==> src/rtl/sum_block_accumulator.sv <==
// Purpose: sums every N valid adder results into a block sum and queues block sums in a small FIFO.
// Latency: the block sum enters the FIFO on the edge that accepts the Nth result, so it is visible the cycle after that edge.
// Backpressure: out_valid/out_ready on the output; input has none, so sums arriving at a full FIFO are dropped and flagged sticky.
module sum_block_accumulator #(
    parameter int W     = 16,
    parameter int N     = 4,
    parameter int DEPTH = 4
) (
    input  logic                         clk,
    input  logic                         rst,
    input  logic                         clr,
    input  logic                         in_valid,
    input  logic [W-1:0]                 in_data,
    output logic                         out_valid,
    input  logic                         out_ready,
    output logic [W+$clog2(N)-1:0]       out_data,
    output logic [$clog2(DEPTH+1)-1:0]   level,
    output logic [$clog2(N)-1:0]         phase,
    output logic                         dropped
);

    localparam int OW = W + $clog2(N);
    localparam int PW = $clog2(N);
    localparam int AW = $clog2(DEPTH);
    localparam int LW = $clog2(DEPTH + 1);

    localparam logic [PW-1:0] PHASE_LAST = PW'(N - 1);
    localparam logic [LW-1:0] LEVEL_FULL = LW'(DEPTH);

    // Accumulator state
    logic [OW-1:0] acc_q, acc_d;
    logic [PW-1:0] phase_q, phase_d;
    logic          dropped_q, dropped_d;

    // FIFO state
    logic [OW-1:0] mem_q [DEPTH];
    logic [AW-1:0] wr_ptr_q, wr_ptr_d;
    logic [AW-1:0] rd_ptr_q, rd_ptr_d;
    logic [LW-1:0] level_q, level_d;

    logic          in_acc;
    logic [OW-1:0] in_ext;
    logic [OW-1:0] sum;
    logic          push;
    logic          pop;
    logic          full;
    logic          push_ok;
    logic          drop;

    // Outputs come straight from FIFO registers: no path from in_* to out_*.
    assign out_valid = (level_q != '0);
    assign out_data  = mem_q[rd_ptr_q];
    assign level     = level_q;
    assign phase     = phase_q;
    assign dropped   = dropped_q;

    // Handshake decode; a simultaneous pop frees the slot a full-FIFO push needs.
    always_comb begin
        in_acc  = in_valid && !clr;
        in_ext  = {{(OW-W){1'b0}}, in_data};
        sum     = ((phase_q == '0) ? '0 : acc_q) + in_ext;
        push    = in_acc && (phase_q == PHASE_LAST);
        pop     = out_valid && out_ready;
        full    = (level_q == LEVEL_FULL);
        push_ok = push && (!full || pop);
        drop    = push && full && !pop;
    end

    // Next-state for the block accumulator and sticky drop flag.
    always_comb begin
        acc_d     = acc_q;
        phase_d   = phase_q;
        dropped_d = dropped_q;
        if (clr) begin
            acc_d     = '0;
            phase_d   = '0;
            dropped_d = 1'b0;
        end else begin
            if (in_acc) begin
                acc_d   = sum;
                phase_d = push ? '0 : phase_q + PW'(1);
            end
            if (drop) begin
                dropped_d = 1'b1;
            end
        end
    end

    // Next-state for FIFO pointers and occupancy; clr leaves the FIFO alone.
    always_comb begin
        wr_ptr_d = push_ok ? wr_ptr_q + AW'(1) : wr_ptr_q;
        rd_ptr_d = pop     ? rd_ptr_q + AW'(1) : rd_ptr_q;
        level_d  = level_q;
        case ({push_ok, pop})
            2'b10:   level_d = level_q + LW'(1);
            2'b01:   level_d = level_q - LW'(1);
            default: level_d = level_q;
        endcase
    end

    // Register update; rst overrides everything including an in-flight block or drain.
    always_ff @(posedge clk) begin
        if (rst) begin
            acc_q     <= '0;
            phase_q   <= '0;
            dropped_q <= 1'b0;
            wr_ptr_q  <= '0;
            rd_ptr_q  <= '0;
            level_q   <= '0;
            for (int i = 0; i < DEPTH; i++) begin
                mem_q[i] <= '0;
            end
        end else begin
            acc_q     <= acc_d;
            phase_q   <= phase_d;
            dropped_q <= dropped_d;
            wr_ptr_q  <= wr_ptr_d;
            rd_ptr_q  <= rd_ptr_d;
            level_q   <= level_d;
            if (push_ok) begin
                mem_q[wr_ptr_q] <= sum;
            end
        end
    end

endmodule

==> config.mk <==
export PLATFORM = sky130hd
export DESIGN_NAME = sum_block_accumulator
export DESIGN_NICKNAME = d
export VERILOG_FILES = /design/src/rtl/sum_block_accumulator.sv
export SDC_FILE = /design/constraint.sdc
export NUM_CORES = 1
export LEC_CHECK = 0
export ABC_CLOCK_PERIOD_IN_PS = 3200
export CAP_MARGIN = 20
export CORE_ASPECT_RATIO = 0.8
export CORE_MARGIN = 3
export CORE_UTILIZATION = 30
export DETAILED_ROUTE_END_ITERATION = 7
export GPL_ROUTABILITY_DRIVEN = 0
export SYNTH_ARGS = -nofsm -noshare
export SYNTH_HDL_FRONTEND = slang
export SYNTH_SLANG_ARGS = --single-unit
==> constraint.sdc <==
create_clock -name clk -period 3.2 [get_ports clk]
set_clock_uncertainty 0.05 [all_clocks]
set_input_delay 0.32 -clock clk [delete_from_list [all_inputs] [get_ports clk]]
set_output_delay 0.32 -clock clk [all_outputs]
set_load 0.1 [all_outputs]
### Word level (Yosys, flattened, before mapping)

Memory sizes are Yosys's and may differ from the RTL's. A register that Yosys moved wholly into a read port is not among the register bits.
Cells that the tools add are included.

* add/sub/neg operators: 6
* equal/unequal tests: 4
* muxes and demuxes: 13
* reductions and logical operators: 15

Operator list (count)
* 2-to-1 mux 18 bit: 2
* adder 18 x 16 -> 18 bit: 1
* OR reduction 18 bit: 1
* 2-to-1 mux 2 bit: 4
* adder 2 x 1 -> 2 bit, second input constant: 3
* logical AND 1 bit: 6
* 2-to-1 mux 1 bit: 6
* one-hot mux 3 bit (2 select lines): 1
* equality test 2 bit, second input constant: 2
* adder 3 x 1 -> 3 bit, second input constant: 1
* equality test 3 bit, second input constant: 1
* logical NOT 1 bit: 3
* nonzero test 3 bit: 1
* subtractor 3 x 1 -> 3 bit, second input constant: 1
* equality test 2 x 1 -> 1 bit, second input constant: 1
* logical NOT 2 bit: 1
* nonzero test 2 bit: 1
* OR reduction 2 bit: 1
* logical OR 1 bit: 1

* bits in registers: 28
* bits in writable memories: 72
* input port bits: 21
* output and inout port bits: 25
* logic and storage cells: 45
* memories kept: 1

Memories
* mem_q: words 4, width 18, rd ports 1, clocked after Yosys merged registers in 1, write ports 4, RTL line 36 `logic [OW-1:0] mem_q [DEPTH];`

### Depth between registers and ports, before layout

Gate-level depths: netlist of the first run.

* depth after elaboration: 9
* mapped depth: 13
* gate-level depth less buffers: 12

### Least setup slack after synthesis of the first run

No wires, ideal clock.

* path kind: flip-flop to flip-flop
* start: register phase_q[0], in the netlist phase[0]
* end: memory mem_q[0][15] (netlist name) (data pin)
* setup time: 0.259 ns
* arrival time: 3.482 ns
* required time: 2.891 ns
* setup slack: -0.591 ns
* stages on the path, launching flop included: 13
* buffers on the path: 1
* period minus slack after synthesis: 3.791 ns
* cells stage by stage: dfxtp_1 > inv_1 > ha_1 > clkbuf_1 > nand2b_1 > inv_1 > ha_1 > a211o_1 > a221o_1 > a31o_4 > a221oi_4 > xor2_2 > nor2_1

RTL lines
* start, declared: RTL line 32 `logic [PW-1:0] phase_q, phase_d;`
* start signal, assigned: RTL line 115 `phase_q <= phase_d;`
* end, declared: RTL line 36

==> results.json, run 1 <==
{
  "cp-end-kind": "flop",
  "fin_crit_ns": 3.062,
  "leakage_nw": 2.394,
  "cp_data_arrival_time_ns": 3.11,
  "yosys_warnings": 0,
  "synth_simple_gate_area_share_pct": 17.42,
  "clock-root-buffer": "clkbuf_16",
  "synthTopCellsByArea": "edfxtp_1 (41%), dfxtp_1 (11%), mux4_2 (7.7%)",
  "cts_sinks": 102,
  "finalSetupTns_ns": 0,
  "grt_max_degree": 23,
  "path_cells": "inv_1 > ha_2 > nand2b_4 > inv_1 > ha_1 > a211o_1 > a221o_1 > a31o_4 > a221oi_4 > xor2_2 > nor2_1",
  "cp-start-kind": "flop",
  "routedWlPerCell_um": 17.35,
  "chipHeight_um": 124.4,
  "grt_pass1_vias": 3691,
  "path_common_cell": "inv_1",
  "fp.dieW_um": 154.0,
  "peakVddDrop_mv": 0.2757,
  "grt_overflow": 0,
  "wl_um": 13160,
  "slew-limit-headroom_pct": 35.38,
  "avgSynthCellArea_um2": 11.05,
  "core_um2": 16870,
  "nNetsFinal": 575,
  "dr_wl_met2_um": 5931,
  "wl_met1_um": 6441,
  "reg2reg_from": "phase[1]",
  "floorplan.die_area_um2": 19160,
  "muxShareOfSynthArea_pct": 9.043,
  "setup.worst_path.start": "phase[1]",
  "rows": 42,
  "finalSetupViolations": 0,
  "antenna_found_initial": 0,
  "crit_type": "reg2reg",
  "antenna_cells": 0,
  "yosys.area_share.xor_xnor_pct": 3.475,
  "hold_depth": 2,
  "powerDensity_nw_per_um2": 581.2,
  "setup_ws_ns": 0.1377,
  "synth-edff-count": 72,
  "viasPerCell": 5.038,
  "synth_flop_cell": "edfxtp_1",
  "max_freq_mhz": 326.6,
  "fin_crit_sh_pct": 95.70,
  "path_max_fanout": 5,
  "ys_types": 48,
  "synth.top_cells.by_count": "nor2_1 (87), edfxtp_1 (72), dfxtp_1 (30)",
  "cts_tree": "done",
  "wl_met3_um": 659,
  "tightest_slew_ns": 0.9662,
  "synth-adder-area-share_pct": 5.045,
  "netlist_instances": 476,
  "seq_area_frac_synth_pct": 52.55,
  "slowest_delay_ns": 0.41,
  "clkLatencyLatePin_ns": 0.36,
  "clock_path_buffers": 2,
  "place_ws_ns": 0.009940,
  "area_delta_synth_final_pct": 21.63,
  "synth_seq_cells": 102,
  "slowest_stage": "a221o_1",
  "ios": 46,
  "highest_layer": "met4",
  "numCtsBuffers": 9,
  "cp.required_ns": 3.25,
  "hold_class": "reg2reg",
  "rsz0062_at_grt": "no",
  "grt_pass1_wl_um": 20840,
  "synth_compound_area_share_pct": 9.139,
  "num_vias": 3819,
  "path_buf_inv": 2,
  "io_buffers": 45,
  "placed_cells": 742,
  "dpl_cell_area_um2": 6070,
  "path_delay_family": "compound AO/OA/AOI/OAI gates",
  "slew_violations": 0,
  "status": "completed",
  "grt_use_total_pct": 13.87,
  "clkSlewWorstSetupHoldPaths_ns": 0.07,
  "yosysTopAreaCell": "edfxtp_1",
  "reg2reg_depth": 11,
  "synth_area_um2": 5258,
  "fin_area_um2": 6395,
  "final_cells": 758,
  "maxCapViolations": 0,
  "n_fill_cell": 1612,
  "ant_nets": 0,
  "cts.htree.levels": 3,
  "worst-path-stages": 11,
  "syn_nets": 517,
  "drtIter0Drc": 408,
  "drt_pass1_iterations": 5,
  "drive_gt1_share_pct": 21.00,
  "synth_top_family_by_area": "simple AND/OR/NAND/NOR gates",
  "hold_ws_ns": 0.4017,
  "yosys.cell_count.top_type": "nor2_1",
  "holdCritStartpoint": "acc_q[8]",
  "finalHoldViolCount": 0,
  "synth-async-reset-ratio_pct": 0,
  "dp_hpwl_um": 9225,
  "start_util_pct": 31.17,
  "synth_top_cell_area_share_pct": 41.12,
  "drc": 0
}
## final timing paths
| check | to | slack (ns) |
|---|---|---|
| setup / recovery | mem_q[0][15] | 0.14 |
| hold / removal | acc_q[8] | 0.40 |
| setup reg to reg | mem_q[0][15] | 0.14 |
| hold reg to reg | acc_q[8] | 0.40 |
## registers in the layout, indices dropped and copies added, names as in the netlist, named ones only
name	cells
wr_ptr_q	2
mem_q	72
rd_ptr_q	2
phase	2
acc_q	18
level	3
dropped	1
## kinds of logic (layout without fill, tap and decap cells)
logic type,count (synthesis),count (layout)
and+or+nand+nor,194,194
DFF,102,102
AOI/OAI and AO/OA,71,71
buffers and inverters,44,106
muxes,25,25
adders and majority gates,20,20
xor gates and xnor gates,20,20
## power by group
part | internal (mW) | switching [mW]
Clock | 0.539 | 0.526
Combinational | 0.327 | 0.817
Sequential | 1.47 | 0.0391
Total | 2.33 | 1.38
## routing by layer
layer  track usage [%]  vias up
met1             20.38     1877
met2             20.89      100
met3             3.126       13
li1                  -     1829
met5                 0        -
met4             3.167        0
## layout make-up
| class | instances | area (µm²) | share of cell area [%] |
|---|---|---|---|
| inverter | 12 | 45.04 | 0.7044 |
| timing repair buffer | 79 | 655.6 | 10.25 |
| clock buffer | 9 | 225.2 | 3.522 |
| multi-input combinational | 330 | 2367 | 37.02 |
| sequential | 102 | 2770 | 43.32 |
| tap | 220 | 275.3 | 4.304 |
| clock inverter | 6 | 56.30 | 0.8805 |
## layout by cell type, fill, tap and decap left out, types with 4 or more instances in the layout
cell             synthesis  routed
nand2_1                 25      24
o211ai_1                 4       4
nor3_1                  15      15
nor4_1                   4       4
clkbuf_16                0       9
xnor2_1                 10       8
inv_1                   12      11
clkdlybuf4s50_1          0      25
dfxtp_1                 30      28
nand2b_1                10       9
buf_4                    0      54
mux4_2                  18      18
edfxtp_1                72      72
o21ai_0                 14      11
a21oi_1                 21      20
and3_1                   4       4
nor2b_1                 19      19
or3_1                    5       4
nand4_1                  4       4
a21o_1                   6       6
nor2_1                  87      87
xor2_1                   9       9
ha_1                    18      16
a31oi_1                  6       5
nand3_1                  7       7
mux2i_1                  7       7
or2_2                    7       7
## timing repair
action / CTS / global route
gates resized for setup: 1 / 9
hold buffers: 0 / 0
setup buffers: 0 / 1
setup endpoints to repair: 1 / 21
pin swaps: 0 / 1
## through the flow
stage	power (mW)	util, %
after floorplan	2.416	-
after CTS	3.746	37.67
final	3.717	37.91
after global routing	3.855	37.91
after detailed placement	2.685	35.98
after global placement	2.676	35.98
## worst reg2reg max path, stage by stage, from the launching register on
cell and delay (ns):
dfxtp_4 0.36, inv_1 0.05, ha_2 0.23, nand2b_4 0.16, inv_1 0.04, ha_1 0.28
a211o_1 0.33, a221o_1 0.41, a31o_4 0.27, a221oi_4 0.33, xor2_2 0.23, nor2_1 0.07
Power figures use the tool's default switching activity.
==> inputs of run 2 (changes only) <==
--- a/config.mk
+++ b/config.mk
@@ -7,7 +7,7 @@
 export LEC_CHECK = 0
 export ABC_CLOCK_PERIOD_IN_PS = 3200
 export CAP_MARGIN = 20
-export CORE_ASPECT_RATIO = 0.8
+export CORE_ASPECT_RATIO = 0.7
 export CORE_MARGIN = 3
 export CORE_UTILIZATION = 30
 export DETAILED_ROUTE_END_ITERATION = 7
==> results.json, run 2 (same netlist as run 1, synthesis figures left out) <==
{
  "antenna_found_initial": 0,
  "crit_type": "reg2reg",
  "largest_reg_flops": 72,
  "leakage_nw": 2.402,
  "drt_pass1_iterations": 5,
  "slew_violations": 0,
  "start_util_pct": 31.41,
  "cp-end-kind": "flop",
  "num_vias": 3809,
  "area_delta_synth_final_pct": 21.92,
  "finalSetupViolations": 0,
  "hold_ws_ns": 0.4087,
  "rsz0062_at_grt": "no",
  "slowest_stage": "a221o_1",
  "cp.required_ns": 3.24,
  "cts_sinks": 102,
  "reg2reg_from": "phase[0]",
  "viasPerCell": 5.005,
  "path_max_fanout": 5,
  "hold_class": "reg2reg",
  "top_register": "mem_q",
  "wl_um": 13250,
  "slowest_delay_ns": 0.39,
  "final_cells": 761,
  "drtIter0Drc": 307,
  "rows": 39,
  "core_um2": 16740,
  "clock_path_buffers": 2,
  "ant_nets": 0,
  "fin_crit_ns": 3.042,
  "placed_cells": 744,
  "finalSetupTns_ns": 0,
  "layout.cells.most_common_list": "nor2_1 (87), edfxtp_1 (72), buf_4 (50)",
  "grt_pass1_wl_um": 20610,
  "cts.htree.levels": 3,
  "antenna_cells": 0,
  "chipHeight_um": 116.8,
  "maxCapViolations": 0,
  "setup.worst_path.start": "phase[0]",
  "clkLatencyLatePin_ns": 0.35,
  "holdCritStartpoint": "acc_q[9]",
  "grt_use_total_pct": 14.25,
  "tightest_slew_ns": 0.9687,
  "cp-start-kind": "flop",
  "slew-limit-headroom_pct": 35.22,
  "numCtsBuffers": 9,
  "powerDensity_nw_per_um2": 590.3,
  "drive_gt1_share_pct": 20.52,
  "fin_crit_sh_pct": 95.07,
  "max_freq_mhz": 328.7,
  "cts_tree": "done",
  "nNetsFinal": 572,
  "grt_pass1_vias": 3639,
  "peakVddDrop_mv": 0.2855,
  "drc": 0,
  "final_common_cell": "nor2_1",
  "io_buffers": 45,
  "ios": 46,
  "path_cells": "inv_2 > ha_2 > nand2b_4 > inv_1 > ha_1 > a211o_1 > a221o_1 > a31oi_1 > o21ai_1 > xnor2_1 > buf_4 > nor2_1",
  "dp_hpwl_um": 9541,
  "finalHoldViolCount": 0,
  "clkSlewWorstSetupHoldPaths_ns": 0.07,
  "clock-root-buffer": "clkbuf_16",
  "fp.dieW_um": 164.2,
  "status": "completed",
  "grt_overflow": 0,
  "cp_data_arrival_time_ns": 3.08,
  "grt_max_degree": 23,
  "floorplan.die_area_um2": 19170,
  "n_fill_cell": 1642,
  "routedWlPerCell_um": 17.41
}
run 2: cell count changes in the layout (fill, tap and decap cells not counted), moves of 2 or more:
cell and delta:
buf_4 -4, inv_6 +2, o21ai_0 -2, o21ai_2 +2
run 2: repair_timing:
| item | CTS | global route |
|---|---|---|
| buffers inserted | 0 | 1 |
| gates resized for setup | 1 | 12 |
| endpoints found under the setup margin | 1 | 18 |
| hold buffers | 0 | 0 |
| pin swaps | 0 | 1 |
| hold endpoints to repair | 0 | 0 |
run 2: power by group:
part	leakage, nW	total, mW	switching (mW)	internal [mW]
Sequential	0.989	1.51	0.0393	1.47
Clock	0.150	1.13	0.509	0.621
Combinational	1.26	1.15	0.818	0.328
run 2: final timing paths:
path                       end  slack [ns]  cells after the start
setup / recovery  mem_q[1][13]        0.16                     12
hold / removal        acc_q[9]        0.41                      2
setup reg to reg  mem_q[1][13]        0.16                     12
hold reg to reg       acc_q[9]        0.41                      2
run 2: metal layers:
layer / GRT usage, % / share of wire, % / vias up
met1: 21.51 / 50 / 1856
met2: 21.10 / 43 / 122
li1: - / - / 1824
met5: 0 / 0 / -
met3: 3.013 / 6.4 / 7
met4: 2.930 / 0.66 / 0
run 2: cell type report:
cell class / count / area (µm²) / area share, %
Timing Repair Buffer: 76 / 636.9 / 9.936
Tap cell: 225 / 281.5 / 4.392
Clock inverter: 6 / 76.32 / 1.191
Sequential cell: 102 / 2770 / 43.22
Multi-Input combinational cell: 330 / 2371 / 36.99
Clock buffer: 10 / 229.0 / 3.572
Inverter: 12 / 45.04 / 0.7027
run 2: critical path, delay by kind of cell (launching register included):
family | cells | cell delay (ns)
XOR/XNOR | 1 | 0.33
buffers and inverters | 3 | 0.28
adder cells (fa/ha/maj) | 2 | 0.50
AND/OR/NAND/NOR | 2 | 0.19
flip-flops | 1 | 0.36
AO/OA/AOI/OAI | 4 | 1.06
run 2: per-stage QoR:
| step | setup slack (ns) | power [mW] | util (%) | area (µm²) |
|---|---|---|---|---|
| 3_3_place_gp | -0.02089 | 2.680 | 36.17 | 6053 |
| 2_1_floorplan | 0.01483 | 2.416 | - | 5280 |
| 4_1_cts | 0.02117 | 3.819 | 37.99 | 6359 |
| 5_1_grt | 0.009337 | 3.922 | 38.30 | 6410 |
| 6_report | 0.1579 | 3.784 | 38.30 | 6410 |
| 3_5_place_dp | -0.05574 | 2.689 | 36.17 | 6053 |
==> inputs of run 3 (changes only) <==
--- a/config.mk
+++ b/config.mk
@@ -9,9 +9,10 @@
 export CAP_MARGIN = 20
 export CORE_ASPECT_RATIO = 0.7
 export CORE_MARGIN = 3
-export CORE_UTILIZATION = 30
+export CORE_UTILIZATION = 33
 export DETAILED_ROUTE_END_ITERATION = 7
 export GPL_ROUTABILITY_DRIVEN = 0
+export SLEW_MARGIN = 20
 export SYNTH_ARGS = -nofsm -noshare
 export SYNTH_HDL_FRONTEND = slang
 export SYNTH_SLANG_ARGS = --single-unit
==> results.json, run 3 (same netlist as run 1, synthesis figures left out) <==
{
  "largest_reg_flops": 72,
  "numCtsBuffers": 9,
  "grt_use_total_pct": 15.47,
  "finalHoldViolCount": 0,
  "wl_met1_um": 6530,
  "drc": 0,
  "path_max_fanout": 7,
  "leakage_nw": 2.398,
  "final_util_pct": 42.09,
  "peakVddDrop_mv": 0.2666,
  "cp-end-kind": "flop",
  "multi_input_area_um2": 2364,
  "crit_type": "reg2reg",
  "status": "completed",
  "rows": 37,
  "seqCellArea_um2": 2770,
  "n_fill_cell": 1436,
  "slew_violations": 0,
  "placed_cells": 718,
  "dr_wl_met2_um": 6031,
  "tightest_slew_ns": 0.9635,
  "wl_met3_um": 748,
  "drive_gt1_share_pct": 20.59,
  "cp_data_arrival_time_ns": 3.13,
  "maxCapViolations": 0,
  "max_freq_mhz": 324.7,
  "ios": 46,
  "start_util_pct": 34.73,
  "clock-root-buffer": "clkbuf_16",
  "drt_pass1_iterations": 5,
  "fin_crit_ns": 3.080,
  "core_um2": 15140,
  "drtIter0Drc": 396,
  "clkLatencyLatePin_ns": 0.35,
  "ant_nets": 0,
  "clkSlewWorstSetupHoldPaths_ns": 0.08,
  "io_buffers": 45,
  "viasPerCell": 5.222,
  "cts_sinks": 102,
  "dp_hpwl_um": 9724,
  "reg2reg_depth": 11,
  "num_vias": 3833,
  "hold_class": "reg2reg",
  "nNetsFinal": 575,
  "wl_um": 13400,
  "cts.htree.levels": 3,
  "reg2reg_from": "phase[1]",
  "top_register": "mem_q",
  "clock_path_buffers": 2,
  "fin_crit_sh_pct": 96.24,
  "layout.cells.most_common_list": "nor2_1 (87), edfxtp_1 (72), buf_4 (54)",
  "cp.required_ns": 3.25,
  "hold_buffers": 0,
  "grt_max_degree": 23,
  "cts_setup_buffers": 0,
  "finalSetupTns_ns": 0,
  "antenna_found_initial": 0,
  "grt_overflow": 0,
  "highest_layer": "met4",
  "floorplan.die_area_um2": 17510,
  "antenna_cells": 0,
  "dpl_cell_area_um2": 6046,
  "setup.worst_path.start": "phase[1]",
  "routedWlPerCell_um": 18.26,
  "cts_tree": "done",
  "grt_pass1_vias": 3818,
  "grt_pass1_wl_um": 21110,
  "slew-limit-headroom_pct": 35.56,
  "chipHeight_um": 111.6,
  "holdCritStartpoint": "acc_q[8]",
  "hold_depth": 2,
  "final_common_cell": "nor2_1",
  "final_cells": 734,
  "cp-start-kind": "flop",
  "finalSetupViolations": 0,
  "fin_area_um2": 6372,
  "fp.dieW_um": 156.9,
  "area_delta_synth_final_pct": 21.20,
  "powerDensity_nw_per_um2": 588.8
}
## run 3: layer usage
layer	GRT usage (%)	vias to the layer above
li1	-	1832
met1	22.64	1877
met2	23.74	113
met3	3.535	11
met4	2.799	0
met5	0	-
## run 3: path summary, 6_finish.rpt
kind | endpoint | slack (ns)
worst max-delay path | mem_q[2][15] | 0.12
worst min-delay path | acc_q[8] | 0.42
worst max register to register | mem_q[2][15] | 0.12
worst min register to register | acc_q[8] | 0.42
## run 3: what timing repair did
action | 4_1_cts | 5_1_grt
endpoints found under the hold margin | 0 | 0
endpoints found under the setup margin | 8 | 24
pin swaps | 0 | 2
resized for setup | 3 | 7
## run 3: stage by stage
stage / worst slack [ns] / power [mW] / hold WS (ns)
6_report: 0.1204 / 3.752 / 0.4186
3_5_place_dp: -0.1000 / 2.692 / 0.3997
5_1_grt: -0.01255 / 3.886 / 0.4288
2_1_floorplan: 0.01483 / 2.416 / 0.3773
4_1_cts: 0.04747 / 3.780 / 0.4130
3_3_place_gp: 0.002580 / 2.681 / 0.3850
## run 3: worst max-delay path, cell delays in order, from the launching register on
cell	delay, ns
dfxtp_4	0.36
inv_1	0.09
ha_4	0.19
nand2b_4	0.15
inv_1	0.04
ha_1	0.28
a211o_1	0.32
a221o_1	0.42
a31o_4	0.27
a221oi_4	0.32
xor2_2	0.25
nor2_1	0.08
## run 3: report_power, final
| part | internal, mW | switching, mW | total (mW) |
|---|---|---|---|
| registers | 1.47 | 0.0312 | 1.50 |
| clock network | 0.554 | 0.542 | 1.10 |
| logic | 0.330 | 0.828 | 1.16 |
| total | 2.35 | 1.40 | 3.75 |
## run 3: layout make-up
class	count	share of cell area, %
tap	195	3.829
timing repair buffer	79	10.29
sequential	102	43.47
clock inverter	6	1.021
inverter	12	0.7069
clock buffer	10	3.593
multi-input combinational	330	37.09
